## src/rtl/if_pkg.sv

```systemverilog
// Shared types and constants for the instruction-fetch slice.
// Entry widths here fix the default address/data widths of the fetch unit.
package if_pkg;

  localparam int IF_ADDR_W = 32;
  localparam int IF_DATA_W = 32;

  localparam logic [IF_DATA_W-1:0] INST_NOP = 32'h0000_0013;

  typedef struct packed {
    logic [IF_ADDR_W-1:0] addr;
    logic [IF_DATA_W-1:0] data;
    logic                 err;
  } fetch_entry_t;

  // Bits needed to hold any value in 0..max_val.
  function automatic int cnt_width(input int max_val);
    return $clog2(max_val + 1);
  endfunction

endpackage

```

## src/rtl/if_fetch_unit_if.sv

```systemverilog
// Instruction-memory bus and decode handshake seen by the fetch unit.
// master = fetch unit side, slave = memory + decode side.
interface if_fetch_unit_if
  import if_pkg::*;
#(
  parameter int ADDR_WIDTH = IF_ADDR_W,
  parameter int DATA_WIDTH = IF_DATA_W
) ();

  logic                  imem_req_o;
  logic [ADDR_WIDTH-1:0] imem_addr_o;
  logic                  imem_gnt_i;
  logic                  imem_rvalid_i;
  logic [DATA_WIDTH-1:0] imem_rdata_i;
  logic                  imem_err_i;

  logic                  inst_valid_o;
  logic [DATA_WIDTH-1:0] inst_o;
  logic [ADDR_WIDTH-1:0] inst_addr_o;
  logic                  inst_err_o;
  logic                  inst_ready_i;

  modport master (
    output imem_req_o, imem_addr_o,
    input  imem_gnt_i, imem_rvalid_i, imem_rdata_i, imem_err_i,
    output inst_valid_o, inst_o, inst_addr_o, inst_err_o,
    input  inst_ready_i
  );

  modport slave (
    input  imem_req_o, imem_addr_o,
    output imem_gnt_i, imem_rvalid_i, imem_rdata_i, imem_err_i,
    input  inst_valid_o, inst_o, inst_addr_o, inst_err_o,
    output inst_ready_i
  );

endinterface

```

## src/rtl/if_fetch_unit_sync_fifo.sv

```systemverilog
// Synchronous FIFO with any depth >= 2; clear has priority over push/pop.
// Head entry is read combinationally from registered storage.
module sync_fifo
  import if_pkg::*;
#(
  parameter int WIDTH = 8,
  parameter int DEPTH = 2,
  localparam int CNT_W = cnt_width(DEPTH),
  localparam int PTR_W = (DEPTH > 1) ? $clog2(DEPTH) : 1
) (
  input  logic             clk_i,
  input  logic             rst_i,
  input  logic             clear_i,
  input  logic             push_i,
  input  logic [WIDTH-1:0] din_i,
  input  logic             pop_i,
  output logic [WIDTH-1:0] dout_o,
  output logic             full_o,
  output logic             empty_o,
  output logic [CNT_W-1:0] count_o
);

  localparam logic [PTR_W-1:0] LAST_PTR = PTR_W'(DEPTH - 1);
  localparam logic [CNT_W-1:0] FULL_CNT = CNT_W'(DEPTH);

  logic [WIDTH-1:0] mem_q [DEPTH];
  logic [PTR_W-1:0] wr_ptr_q, wr_ptr_d;
  logic [PTR_W-1:0] rd_ptr_q, rd_ptr_d;
  logic [CNT_W-1:0] cnt_q, cnt_d;
  logic             do_push, do_pop;

  assign full_o  = (cnt_q == FULL_CNT);
  assign empty_o = (cnt_q == '0);
  assign count_o = cnt_q;
  assign dout_o  = mem_q[rd_ptr_q];

  // NOTE: every always_comb output gets a default first, so no path can infer a latch.
  always_comb begin
    wr_ptr_d = wr_ptr_q;
    rd_ptr_d = rd_ptr_q;
    cnt_d    = cnt_q;
    do_pop   = pop_i && !empty_o;
    do_push  = push_i && (!full_o || do_pop);
    if (clear_i) begin
      wr_ptr_d = '0;
      rd_ptr_d = '0;
      cnt_d    = '0;
    end else begin
      if (do_push) wr_ptr_d = (wr_ptr_q == LAST_PTR) ? '0 : wr_ptr_q + 1'b1;
      if (do_pop)  rd_ptr_d = (rd_ptr_q == LAST_PTR) ? '0 : rd_ptr_q + 1'b1;
      cnt_d = cnt_q + CNT_W'(do_push) - CNT_W'(do_pop);
    end
  end

  // NOTE: sequential state uses non-blocking assignments only, so every flop samples pre-edge values.
  always_ff @(posedge clk_i) begin
    if (rst_i) begin
      wr_ptr_q <= '0;
      rd_ptr_q <= '0;
      cnt_q    <= '0;
    end else begin
      wr_ptr_q <= wr_ptr_d;
      rd_ptr_q <= rd_ptr_d;
      cnt_q    <= cnt_d;
    end
  end

  // NOTE: storage is deliberately not reset; the count alone decides which words are live.
  always_ff @(posedge clk_i) begin
    if (do_push && !clear_i) mem_q[wr_ptr_q] <= din_i;
  end

endmodule

```

## src/rtl/if_fetch_unit.sv

```systemverilog
// Instruction fetch stage: issues PC fetches, buffers responses with their PCs,
// hands them to decode, holds the PC when not granted and squashes fetches on a jump.
module if_fetch_unit
  import if_pkg::*;
#(
  parameter int ADDR_WIDTH = IF_ADDR_W,
  parameter int DATA_WIDTH = IF_DATA_W,
  parameter int FIFO_DEPTH = 2
) (
  input  logic                  clk_i,
  input  logic                  rst_i,
  input  logic [ADDR_WIDTH-1:0] pc_addr_i,
  input  logic                  flush_i,
  output logic                  fetch_hold_o,
  if_fetch_unit_if.master       bus
);

  localparam int CNT_W   = cnt_width(2 * FIFO_DEPTH);
  localparam int FCNT_W  = cnt_width(FIFO_DEPTH);
  localparam int ENTRY_W = $bits(fetch_entry_t);
  localparam logic [CNT_W:0] CREDIT_MAX = (CNT_W + 1)'(FIFO_DEPTH);

  logic [CNT_W-1:0]      out_cnt_q, out_cnt_d;
  logic [CNT_W-1:0]      discard_cnt_q, discard_cnt_d;
  logic [CNT_W:0]        in_flight;
  logic                  credit_ok, grant, rsp_keep, rsp_drop, inst_pop;

  logic [ADDR_WIDTH-1:0] pend_addr;
  logic [FCNT_W-1:0]     pend_cnt, inst_cnt;
  logic                  pend_full, pend_empty, inst_full, inst_empty;
  fetch_entry_t          push_entry, head_entry;
  logic [ENTRY_W-1:0]    head_bits;

  always_comb begin
    inst_pop  = !inst_empty && bus.inst_ready_i;
    in_flight = {1'b0, out_cnt_q} + (CNT_W + 1)'(inst_cnt) - (CNT_W + 1)'(inst_pop);
    credit_ok = (in_flight < CREDIT_MAX);

    bus.imem_req_o  = credit_ok && !flush_i;
    bus.imem_addr_o = pc_addr_i;
    grant           = bus.imem_req_o && bus.imem_gnt_i;
    // A jump always wins at the PC register, even when this cycle's fetch is refused.
    fetch_hold_o    = !flush_i && !grant;

    rsp_keep = bus.imem_rvalid_i && (discard_cnt_q == '0);
    rsp_drop = bus.imem_rvalid_i && (discard_cnt_q != '0);

    push_entry = '{addr: pend_addr, data: bus.imem_rdata_i, err: bus.imem_err_i};
    head_entry = fetch_entry_t'(head_bits);

    bus.inst_valid_o = !inst_empty;
    bus.inst_o       = inst_empty ? '0 : head_entry.data;
    bus.inst_addr_o  = inst_empty ? '0 : head_entry.addr;
    bus.inst_err_o   = !inst_empty && head_entry.err;
  end

  always_comb begin
    out_cnt_d     = out_cnt_q;
    discard_cnt_d = discard_cnt_q;
    if (flush_i) begin
      // All live fetches become discards; a response this cycle retires the oldest of them.
      out_cnt_d     = '0;
      discard_cnt_d = discard_cnt_q + out_cnt_q - CNT_W'(bus.imem_rvalid_i);
    end else begin
      out_cnt_d     = out_cnt_q + CNT_W'(grant) - CNT_W'(rsp_keep);
      discard_cnt_d = discard_cnt_q - CNT_W'(rsp_drop);
    end
  end

  always_ff @(posedge clk_i) begin
    if (rst_i) begin
      out_cnt_q     <= '0;
      discard_cnt_q <= '0;
    end else begin
      out_cnt_q     <= out_cnt_d;
      discard_cnt_q <= discard_cnt_d;
    end
  end

  sync_fifo #(
    .WIDTH (ADDR_WIDTH),
    .DEPTH (FIFO_DEPTH)
  ) u_pend_fifo (
    .clk_i   (clk_i),
    .rst_i   (rst_i),
    .clear_i (flush_i),
    .push_i  (grant),
    .din_i   (pc_addr_i),
    .pop_i   (rsp_keep),
    .dout_o  (pend_addr),
    .full_o  (pend_full),
    .empty_o (pend_empty),
    .count_o (pend_cnt)
  );

  sync_fifo #(
    .WIDTH (ENTRY_W),
    .DEPTH (FIFO_DEPTH)
  ) u_inst_fifo (
    .clk_i   (clk_i),
    .rst_i   (rst_i),
    .clear_i (flush_i),
    .push_i  (rsp_keep),
    .din_i   (push_entry),
    .pop_i   (inst_pop),
    .dout_o  (head_bits),
    .full_o  (inst_full),
    .empty_o (inst_empty),
    .count_o (inst_cnt)
  );

  a_no_stray_rsp: assert property (@(posedge clk_i) disable iff (rst_i)
    bus.imem_rvalid_i |-> (out_cnt_q != '0 || discard_cnt_q != '0));
  a_no_overflow: assert property (@(posedge clk_i) disable iff (rst_i)
    rsp_keep |-> (flush_i || !inst_full || inst_pop));
  a_pend_consistent: assert property (@(posedge clk_i) disable iff (rst_i)
    (CNT_W'(pend_cnt) == out_cnt_q) && !(grant && pend_full) && !(rsp_keep && pend_empty));

endmodule

```

## src/flat_wrapper.sv

```systemverilog
// flat-port wrapper written by rule: the top's interface ports become plain ports
module if_fetch_unit_flat import if_pkg::*;
#(
  parameter int ADDR_WIDTH = IF_ADDR_W,
  parameter int DATA_WIDTH = IF_DATA_W,
  parameter int FIFO_DEPTH = 2
)
  (clk_i, rst_i, pc_addr_i, flush_i, fetch_hold_o, bus_imem_req_o, bus_imem_addr_o, bus_imem_gnt_i, bus_imem_rvalid_i, bus_imem_rdata_i, bus_imem_err_i, bus_inst_valid_o, bus_inst_o, bus_inst_addr_o, bus_inst_err_o, bus_inst_ready_i);
  if_fetch_unit_if #(.ADDR_WIDTH(ADDR_WIDTH), .DATA_WIDTH(DATA_WIDTH)) bus_i ();
  input  logic clk_i;
  input  logic rst_i;
  input  logic [ADDR_WIDTH-1:0] pc_addr_i;
  input  logic flush_i;
  output logic fetch_hold_o;
  output wire logic [$bits(bus_i.imem_req_o)-1:0] bus_imem_req_o;
  output wire logic [$bits(bus_i.imem_addr_o)-1:0] bus_imem_addr_o;
  input wire logic [$bits(bus_i.imem_gnt_i)-1:0] bus_imem_gnt_i;
  input wire logic [$bits(bus_i.imem_rvalid_i)-1:0] bus_imem_rvalid_i;
  input wire logic [$bits(bus_i.imem_rdata_i)-1:0] bus_imem_rdata_i;
  input wire logic [$bits(bus_i.imem_err_i)-1:0] bus_imem_err_i;
  output wire logic [$bits(bus_i.inst_valid_o)-1:0] bus_inst_valid_o;
  output wire logic [$bits(bus_i.inst_o)-1:0] bus_inst_o;
  output wire logic [$bits(bus_i.inst_addr_o)-1:0] bus_inst_addr_o;
  output wire logic [$bits(bus_i.inst_err_o)-1:0] bus_inst_err_o;
  input wire logic [$bits(bus_i.inst_ready_i)-1:0] bus_inst_ready_i;
  assign bus_imem_req_o = bus_i.imem_req_o;
  assign bus_imem_addr_o = bus_i.imem_addr_o;
  assign bus_i.imem_gnt_i = bus_imem_gnt_i;
  assign bus_i.imem_rvalid_i = bus_imem_rvalid_i;
  assign bus_i.imem_rdata_i = bus_imem_rdata_i;
  assign bus_i.imem_err_i = bus_imem_err_i;
  assign bus_inst_valid_o = bus_i.inst_valid_o;
  assign bus_inst_o = bus_i.inst_o;
  assign bus_inst_addr_o = bus_i.inst_addr_o;
  assign bus_inst_err_o = bus_i.inst_err_o;
  assign bus_i.inst_ready_i = bus_inst_ready_i;
  if_fetch_unit #(.ADDR_WIDTH(ADDR_WIDTH), .DATA_WIDTH(DATA_WIDTH), .FIFO_DEPTH(FIFO_DEPTH)) u_core (.clk_i(clk_i), .rst_i(rst_i), .pc_addr_i(pc_addr_i), .flush_i(flush_i), .fetch_hold_o(fetch_hold_o), .bus(bus_i));
endmodule
```

## config.mk

```make
export PLATFORM = sky130hd
export DESIGN_NAME = if_fetch_unit_flat
export DESIGN_NICKNAME = d
export VERILOG_FILES = /design/src/rtl/if_pkg.sv /design/src/rtl/if_fetch_unit_if.sv /design/src/rtl/if_fetch_unit_sync_fifo.sv /design/src/rtl/if_fetch_unit.sv /design/src/flat_wrapper.sv
export SDC_FILE = /design/constraint.sdc
export NUM_CORES = 1
export LEC_CHECK = 0
export BUFFER_PORTS_ARGS = -buffer_cell sky130_fd_sc_hd__buf_2
export CORE_UTILIZATION = 53
export DETAILED_ROUTE_END_ITERATION = 6
export PLACE_DENSITY = 0.84
export SLEW_MARGIN = 20
export SYNTH_ARGS = -nofsm -noshare
export SYNTH_HDL_FRONTEND = slang
export SYNTH_SLANG_ARGS = --single-unit
```

## constraint.sdc

```tcl
create_clock -name clk_i -period 8.35 [get_ports clk_i]
set_input_delay 0 -clock clk_i [delete_from_list [all_inputs] [get_ports clk_i]]
set_output_delay 0 -clock clk_i [all_outputs]
set_load 0.05 [all_outputs]
```

==> impl_metrics.env, run 1 <==
export IMPL_dieArea_um2=16500
export IMPL_crit_reg2reg_launch="u_core.u_inst_fifo.count_o[0]"
export IMPL_switching_share=0.284
export IMPL_grt_pass1_wl_um=25100
export IMPL_layout_drive_gt1_share=0.332
export IMPL_cts_resized=0
export IMPL_cp_arrival_ns=3.79
export IMPL_max_slew_margin=0.361
export IMPL_power_frac_seq=0.480
export IMPL_crit_path_start="u_core.u_inst_fifo.count_o[0]"
export IMPL_wl_um=16500
export IMPL_via_per_inst=5.05
export IMPL_start_kind="flop"
export IMPL_synth_area_per_cell_um2=16.2
export IMPL_slew_viol_final=0
export IMPL_drc=0
export IMPL_root_buffer="clkbuf_16"
export IMPL_r2r_slack_ns=4.67
export IMPL_row_count=45
export IMPL_initial_core_util=0.550
export IMPL_groute_usage_overall=0.197
export IMPL_yosys_warnings=0
export IMPL_power_leakage_nw=3.98
export IMPL_rr_worst_depth=11
export IMPL_pwr_share_clk=0.318
export IMPL_fin_area_um2=10700
export IMPL_hold_ws_ns=0.0368
export IMPL_hp_start="bus_imem_gnt_i"
export IMPL_coreArea_um2=15400
export IMPL_p_per_area_nw_per_um2=256
export IMPL_combPwrFrac=0.203
export IMPL_worst_pin_slew_ns=0.956
export IMPL_place_area_um2=9350
export IMPL_dr_pass1_iters=5
export IMPL_ir_worst_vdd_uv=206
export IMPL_synth_cells=524
export IMPL_end_kind="flop"
export IMPL_p_int_mw=1.96
export IMPL_die_h_um=129
export IMPL_ys_seq_area_frac=0.725
export IMPL_skew_ns=0.0104
export IMPL_synth_nets=612
export IMPL_status="complete, no violations"
export IMPL_htreeDepth=1
export IMPL_cts_buffers=21
export IMPL_grt_overflow=0
export IMPL_grt_pass1_vias=5105
export IMPL_syn_area_um2=8480
export IMPL_path_class="flop to flop"
export IMPL_path_max_fanout=32
export IMPL_p_total_mw=2.74
export IMPL_cts_clk_slew_worst_paths_ns=0.06
export IMPL_clk_latency_ns=0.49
export IMPL_post_dp_hpwl_um=9360
export IMPL_synth_main_ff_cell="edfxtp_1"
export IMPL_required_ns=8.46
export IMPL_finalCritPeriodShare=0.441
export IMPL_final_antenna_net_count=0
export IMPL_holdCritPathClass="input pin to flop"
export IMPL_clkSinkCount=210
export IMPL_io_buffers=170
export IMPL_fill_cells=976
export IMPL_first_iter_violations=234
export IMPL_insertedDiodeCount=0
export IMPL_vias=4874
export IMPL_grt_setup_unrepaired="false"
export IMPL_synth_edf_count=194
export IMPL_final_net_count=828
export IMPL_timing_rr_end="u_core.u_pend_fifo.mem_q[0][13]"
export IMPL_gp_congestion=0.810
export IMPL_die_x_um=129
export IMPL_period_minus_slack_ns=3.68
export IMPL_grt_antenna_before_repair=0
export IMPL_synth_seq_cells=210
export IMPL_cap_violations=0
export IMPL_wl_per_cell_um=17.1
export IMPL_synth_cell_types=37
export IMPL_grt_max_degree=66
export IMPL_area_growth_pct=26.1
export IMPL_max_freq_mhz=272
export IMPL_setup_violations=0
export IMPL_async_reset_ff_frac=0
export IMPL_crit_end="u_core.u_pend_fifo.mem_q[0][13]"
export IMPL_num_io_pins=171
export IMPL_cts_tree="done"
export IMPL_tns_ns=0
export IMPL_clockBufferDepth=3
export IMPL_hold_violations=0
export IMPL_p_sw_mw=0.778
-- stage by stage --
stage	setup WS [ns]	util	cells
after floorplan	1.99	-	524
after global placement	4.91	0.606	859
after detailed placement	4.69	0.606	859
after CTS	4.68	0.692	965
after global routing	4.42	0.693	966
final	4.67	0.693	966
-- layout make-up --
class / instances / area (um^2) / area share
sequential: 210 / 6150 / 0.575
multi-input combinational: 244 / 1970 / 0.184
timing repair buffer: 245 / 1600 / 0.150
clock buffer: 27 / 548 / 0.0512
tap: 211 / 264 / 0.0247
clock inverter: 11 / 90.1 / 0.00842
inverter: 18 / 67.6 / 0.00632
-- registers in the layout (all words and copies together) (netlist names), named ones only --
name and cells:
u_core.u_inst_fifo.mem_q 130, u_core.u_pend_fifo.mem_q 64, u_core.discard_cnt_q 3, u_core.out_cnt_q 3, u_core.u_inst_fifo.count_o 2, u_core.u_pend_fifo.count_o 2
u_core.u_inst_fifo.rd_ptr_q 1, u_core.u_inst_fifo.wr_ptr_q 1, u_core.u_pend_fifo.rd_ptr_q 1, u_core.u_pend_fifo.wr_ptr_q 1
-- layer usage --
metal  global-route usage  share of wire  vias up
met2                0.380           0.52      190
met5                    0              0        -
met4               0.0478          0.019        0
li1                     -              -     2308
met1                0.227           0.40     2351
met3               0.0316          0.059       25
-- how the worst min path moves through the flow --
stage | slack [ns] | end | depth (start not counted)
floorplan | 0.07 | u_core.discard_cnt_q[0] | 1
global placement | 0.19 | u_core.u_inst_fifo.mem_q[0][16] | 1
detailed placement | 0.19 | u_core.u_inst_fifo.mem_q[0][16] | 1
CTS | 0.03 | u_core.u_pend_fifo.wr_ptr_q | 4
global route | 0.07 | u_core.u_pend_fifo.wr_ptr_q | 4
finish | 0.04 | u_core.u_pend_fifo.wr_ptr_q | 4
-- cell families after synthesis --
| logic type | count (synthesis) | share of synthesized area |
|---|---|---|
| AO/OA/AOI/OAI | 14 | 0.0133 |
| XOR/XNOR | 12 | 0.0142 |
| adder cells (fa/ha/maj) | 17 | 0.0277 |
| buffers and inverters | 70 | 0.0466 |
| flip-flops | 210 | 0.725 |
| multiplexers | 98 | 0.120 |
| AND/OR/NAND/NOR | 103 | 0.0533 |
-- power by group through the flow --
stage          combinational [mW]  sequential (mW)  clock, mW
2_1_floorplan               0.404             1.33          0
3_3_place_gp                0.504             1.33          0
3_5_place_dp                0.524             1.34          0
4_1_cts                     0.552             1.32      0.883
5_1_grt                     0.602             1.32      0.923
6_report                    0.555             1.31      0.870
-- cells in the final DEF, fill, tap and decap left out, types with 6 or more instances in the layout --
cell type,synthesis,layout
clkbuf_16,0,21
ha_1,14,14
edfxtp_1,194,194
buf_2,10,170
xnor2_1,9,9
mux2i_1,66,66
mux2_2,32,32
dlygate4sd3_1,0,68
nor2_1,83,80
inv_1,18,18
buf_4,32,6
dfxtp_1,16,15
clkbuf_1,7,6
-- timing repair --
| action | in CTS | in global routing |
|---|---|---|
| hold endpoints to repair | 146 | 0 |
| hold buffers | 68 | 0 |
| buffers inserted | 0 | 0 |
-- worst max-delay path, cell delays in order (launching register included) --
cell,delay [ns]
dfxtp_1,0.40
nor2_4,0.16
inv_1,0.06
nand2_1,0.10
inv_1,0.09
ha_1,0.31
nand2b_1,0.17
fa_1,0.39
xnor2_1,0.13
nor3b_1,0.49
o211ai_4,0.22
nor2_4,0.78
-- cells in the mapped netlist, types with 3 or more instances --
library cell / count / area, um^2
inv_1: 18 / 67.6
fa_1: 3 / 60.1
buf_4: 32 / 240
nor2_1: 83 / 312
xnor2_1: 9 / 78.8
nand2_1: 3 / 11.3
a21oi_1: 5 / 25.0
and2_1: 4 / 25.0
edfxtp_1: 194 / 5830
buf_1: 3 / 11.3
dfxtp_1: 16 / 320
clkbuf_1: 7 / 26.3
ha_1: 14 / 175
buf_2: 10 / 50.1
mux2i_1: 66 / 661
mux2_2: 32 / 360
Note: power is estimated with default switching activity, not from simulation.
==> inputs of run 2 (changes only) <==
--- a/config.mk
+++ b/config.mk
@@ -5,6 +5,7 @@
 export SDC_FILE = /design/constraint.sdc
 export NUM_CORES = 1
 export LEC_CHECK = 0
+export ABC_AREA = 1
 export BUFFER_PORTS_ARGS = -buffer_cell sky130_fd_sc_hd__buf_2
 export CORE_UTILIZATION = 53
 export DETAILED_ROUTE_END_ITERATION = 6
==> constraint.sdc (replaced) <==
create_clock -name clk_i -period 3.39 [get_ports clk_i]
set_input_delay 0 -clock clk_i [delete_from_list [all_inputs] [get_ports clk_i]]
set_output_delay 0 -clock clk_i [all_outputs]
set_load 0.05 [all_outputs]
==> impl_metrics.env, run 2 <==
export IMPL_status="complete, no violations"
export IMPL_power_frac_seq=0.475
export IMPL_synth_nets=704
export IMPL_skew_ns=0.0154
export IMPL_synth_cell_types=26
export IMPL_finalCritPeriodShare=0.934
export IMPL_async_reset_ff_frac=0
export IMPL_tns_ns=0
export IMPL_reg_largest_list="u_core.u_inst_fifo.mem_q (130), u_core.u_pend_fifo.mem_q (64)"
export IMPL_die_h_um=128
export IMPL_largest_register="u_core.u_inst_fifo.mem_q"
export IMPL_num_io_pins=171
export IMPL_vias=5427
export IMPL_area_growth_pct=26.9
export IMPL_insertedDiodeCount=0
export IMPL_gp_congestion=0.784
export IMPL_drc=0
export IMPL_grt_overflow=0
export IMPL_p_int_mw=4.76
export IMPL_path_class="flop to flop"
export IMPL_syn_area_um2=8410
export IMPL_ir_worst_vdd_uv=541
export IMPL_period_minus_slack_ns=3.17
export IMPL_max_freq_mhz=316
export IMPL_fin_area_um2=10700
export IMPL_required_ns=3.79
export IMPL_ys_seq_area_frac=0.731
export IMPL_root_buffer="clkbuf_16"
export IMPL_dr_pass1_iters=4
export IMPL_wl_per_cell_um=16.7
export IMPL_critPathSlowestCell="fa_1"
export IMPL_cts_resized=0
export IMPL_yosys_area_top_type="edfxtp_1"
export IMPL_hold_ws_ns=0.0306
export IMPL_synth_cells=616
export IMPL_grt_pass1_vias=5479
export IMPL_largest_reg_flops=130
export IMPL_yosys_warnings=0
export IMPL_grt_setup_unrepaired="false"
export IMPL_place_area_um2=9310
export IMPL_combPwrFrac=0.191
export IMPL_cp_arrival_ns=3.56
export IMPL_cts_buffers=21
export IMPL_power_leakage_nw=4.23
export IMPL_path_max_fanout=5
export IMPL_layout_commonest_cell="edfxtp_1"
export IMPL_yosysMostFrequentCell="edfxtp_1"
export IMPL_grt_max_degree=68
export IMPL_p_sw_mw=1.86
export IMPL_max_slew_margin=0.422
export IMPL_synth_main_ff_cell="edfxtp_1"
export IMPL_initial_core_util=0.549
export IMPL_synth_area_per_cell_um2=13.6
export IMPL_setup_violations=0
export IMPL_crit_path_cell_trace="nor2_4, nor2_2, ha_1, nor2_2, inv_1, fa_1, nand3_1, nor2_2, nand4_2, ha_1, inv_1, ha_1, or2_2, a21oi_1"
export IMPL_ys_top_cells_by_count="edfxtp_1, nand2_1, a21oi_1, buf_4"
export IMPL_clkSinkCount=210
export IMPL_hold_violations=0
export IMPL_dieArea_um2=16400
export IMPL_pwr_share_clk=0.334
export IMPL_first_iter_violations=192
export IMPL_row_count=45
export IMPL_synth_edf_count=194
export IMPL_start_kind="flop"
export IMPL_grt_pass1_wl_um=27000
export IMPL_groute_usage_overall=0.215
export IMPL_holdCritPathClass="input pin to flop"
export IMPL_io_buffers=170
export IMPL_switching_share=0.281
export IMPL_postLayoutCoreUtil=0.697
export IMPL_htreeDepth=1
export IMPL_final_net_count=922
export IMPL_clockBufferDepth=3
export IMPL_grt_antenna_before_repair=0
export IMPL_clk_latency_ns=0.48
export IMPL_synth_top_cell_area_share=0.693
export IMPL_synth_seq_cells=210
export IMPL_post_dp_hpwl_um=9910
export IMPL_synthTopCellsByArea="edfxtp_1, nand2_1, a21oi_1"
export IMPL_end_kind="flop"
export IMPL_worst_pin_slew_ns=0.867
export IMPL_p_per_area_nw_per_um2=620
export IMPL_layout_drive_gt1_share=0.308
export IMPL_via_per_inst=5.12
export IMPL_final_antenna_net_count=0
export IMPL_layout_common_cells="edfxtp_1, buf_2, nand2_1"
export IMPL_cts_tree="done"
export IMPL_cap_violations=0
export IMPL_slew_viol_final=0
export IMPL_cts_clk_slew_worst_paths_ns=0.06
export IMPL_max_stage_delay_ns=0.48
export IMPL_coreArea_um2=15300
export IMPL_wl_um=17600
export IMPL_die_x_um=128
-- run 2: changes by cell type after synthesis, sizes merged, moves of 3 or more --
cell   change
xnor2      -5
mux2i     -66
buf        +4
nor2      -61
a21oi     +69
nand2    +146
and2       -3
inv       +14
-- run 2: cells by family (layout without fill, tap and decap cells) --
logic type                 Yosys count  after routing  share of synthesized area
AOI/OAI and AO/OA                   81             81                     0.0488
DFF                                210            210                      0.731
muxes                               32             32                     0.0429
adders and majority gates           17             17                     0.0280
and+or+nand+nor                    179            179                     0.0847
xor gates and xnor gates             8              8                    0.00833
buffers and inverters               89            321                     0.0564
-- run 2: final timing paths --
| check | cells past startpoint | to | slack, ns | from |
|---|---|---|---|---|
| max | 14 | u_core.u_pend_fifo.count_o[1] | 0.22 | u_core.u_inst_fifo.count_o[0] |
| min | 5 | u_core.u_pend_fifo.wr_ptr_q | 0.03 | bus_imem_gnt_i |
| max reg2reg | 14 | u_core.u_pend_fifo.count_o[1] | 0.22 | u_core.u_inst_fifo.count_o[0] |
| min reg2reg | 1 | flop | 0.45 | u_core.u_pend_fifo.rd_ptr_q |
-- run 2: worst max-delay path: cells and delay by family (launching register included) --
| kind | cells | cell delay [ns] |
|---|---|---|
| adders and majority gates | 4 | 1.30 |
| and+or+nand+nor | 7 | 1.13 |
| DFF | 1 | 0.44 |
| AOI/OAI and AO/OA | 1 | 0.13 |
| buffers and inverters | 2 | 0.10 |
-- run 2: timing repair --
| action | in CTS | in global routing |
|---|---|---|
| endpoints found under the setup margin | 0 | 0 |
| endpoints found under the hold margin | 139 | 0 |
| buffers inserted | 0 | 0 |
| hold buffers | 70 | 0 |
-- run 2: cell type report --
type                    instances  area [um^2]
flip-flops and latches        210         6150
repair buffers                252         1650
fillers                      1012         4640
clock buffers                  24          537
inverters                      32          120
well taps                     211          264
clock inverters                13          124
multi-input cells             317         1820
-- run 2: metal layers --
metal / wire length [um] / vias up / track usage
li1: - / 2562 / -
met1: 6760 / 2609 / 0.235
met2: 9240 / 220 / 0.416
met3: 1150 / 36 / 0.0413
met4: 492 / 0 / 0.0699
met5: 0 / - / 0
-- run 2: metrics by stage --
stage          std cells  setup slack, ns  power, mW
2_1_floorplan        616            0.184       4.07
3_3_place_gp         952            0.354       4.34
3_5_place_dp         952            0.250       4.37
4_1_cts             1059            0.226       6.63
5_1_grt             1059           0.0295       6.88
6_report            1059            0.225       6.62
-- run 2: power groups by stage --
stage | clock network, mW | registers (mW) | logic, mW
3_5_place_dp | 0 | 3.20 | 1.18
5_1_grt | 2.35 | 3.16 | 1.37
2_1_floorplan | 0 | 3.18 | 0.893
6_report | 2.21 | 3.14 | 1.27
3_3_place_gp | 0 | 3.18 | 1.15
4_1_cts | 2.24 | 3.14 | 1.25
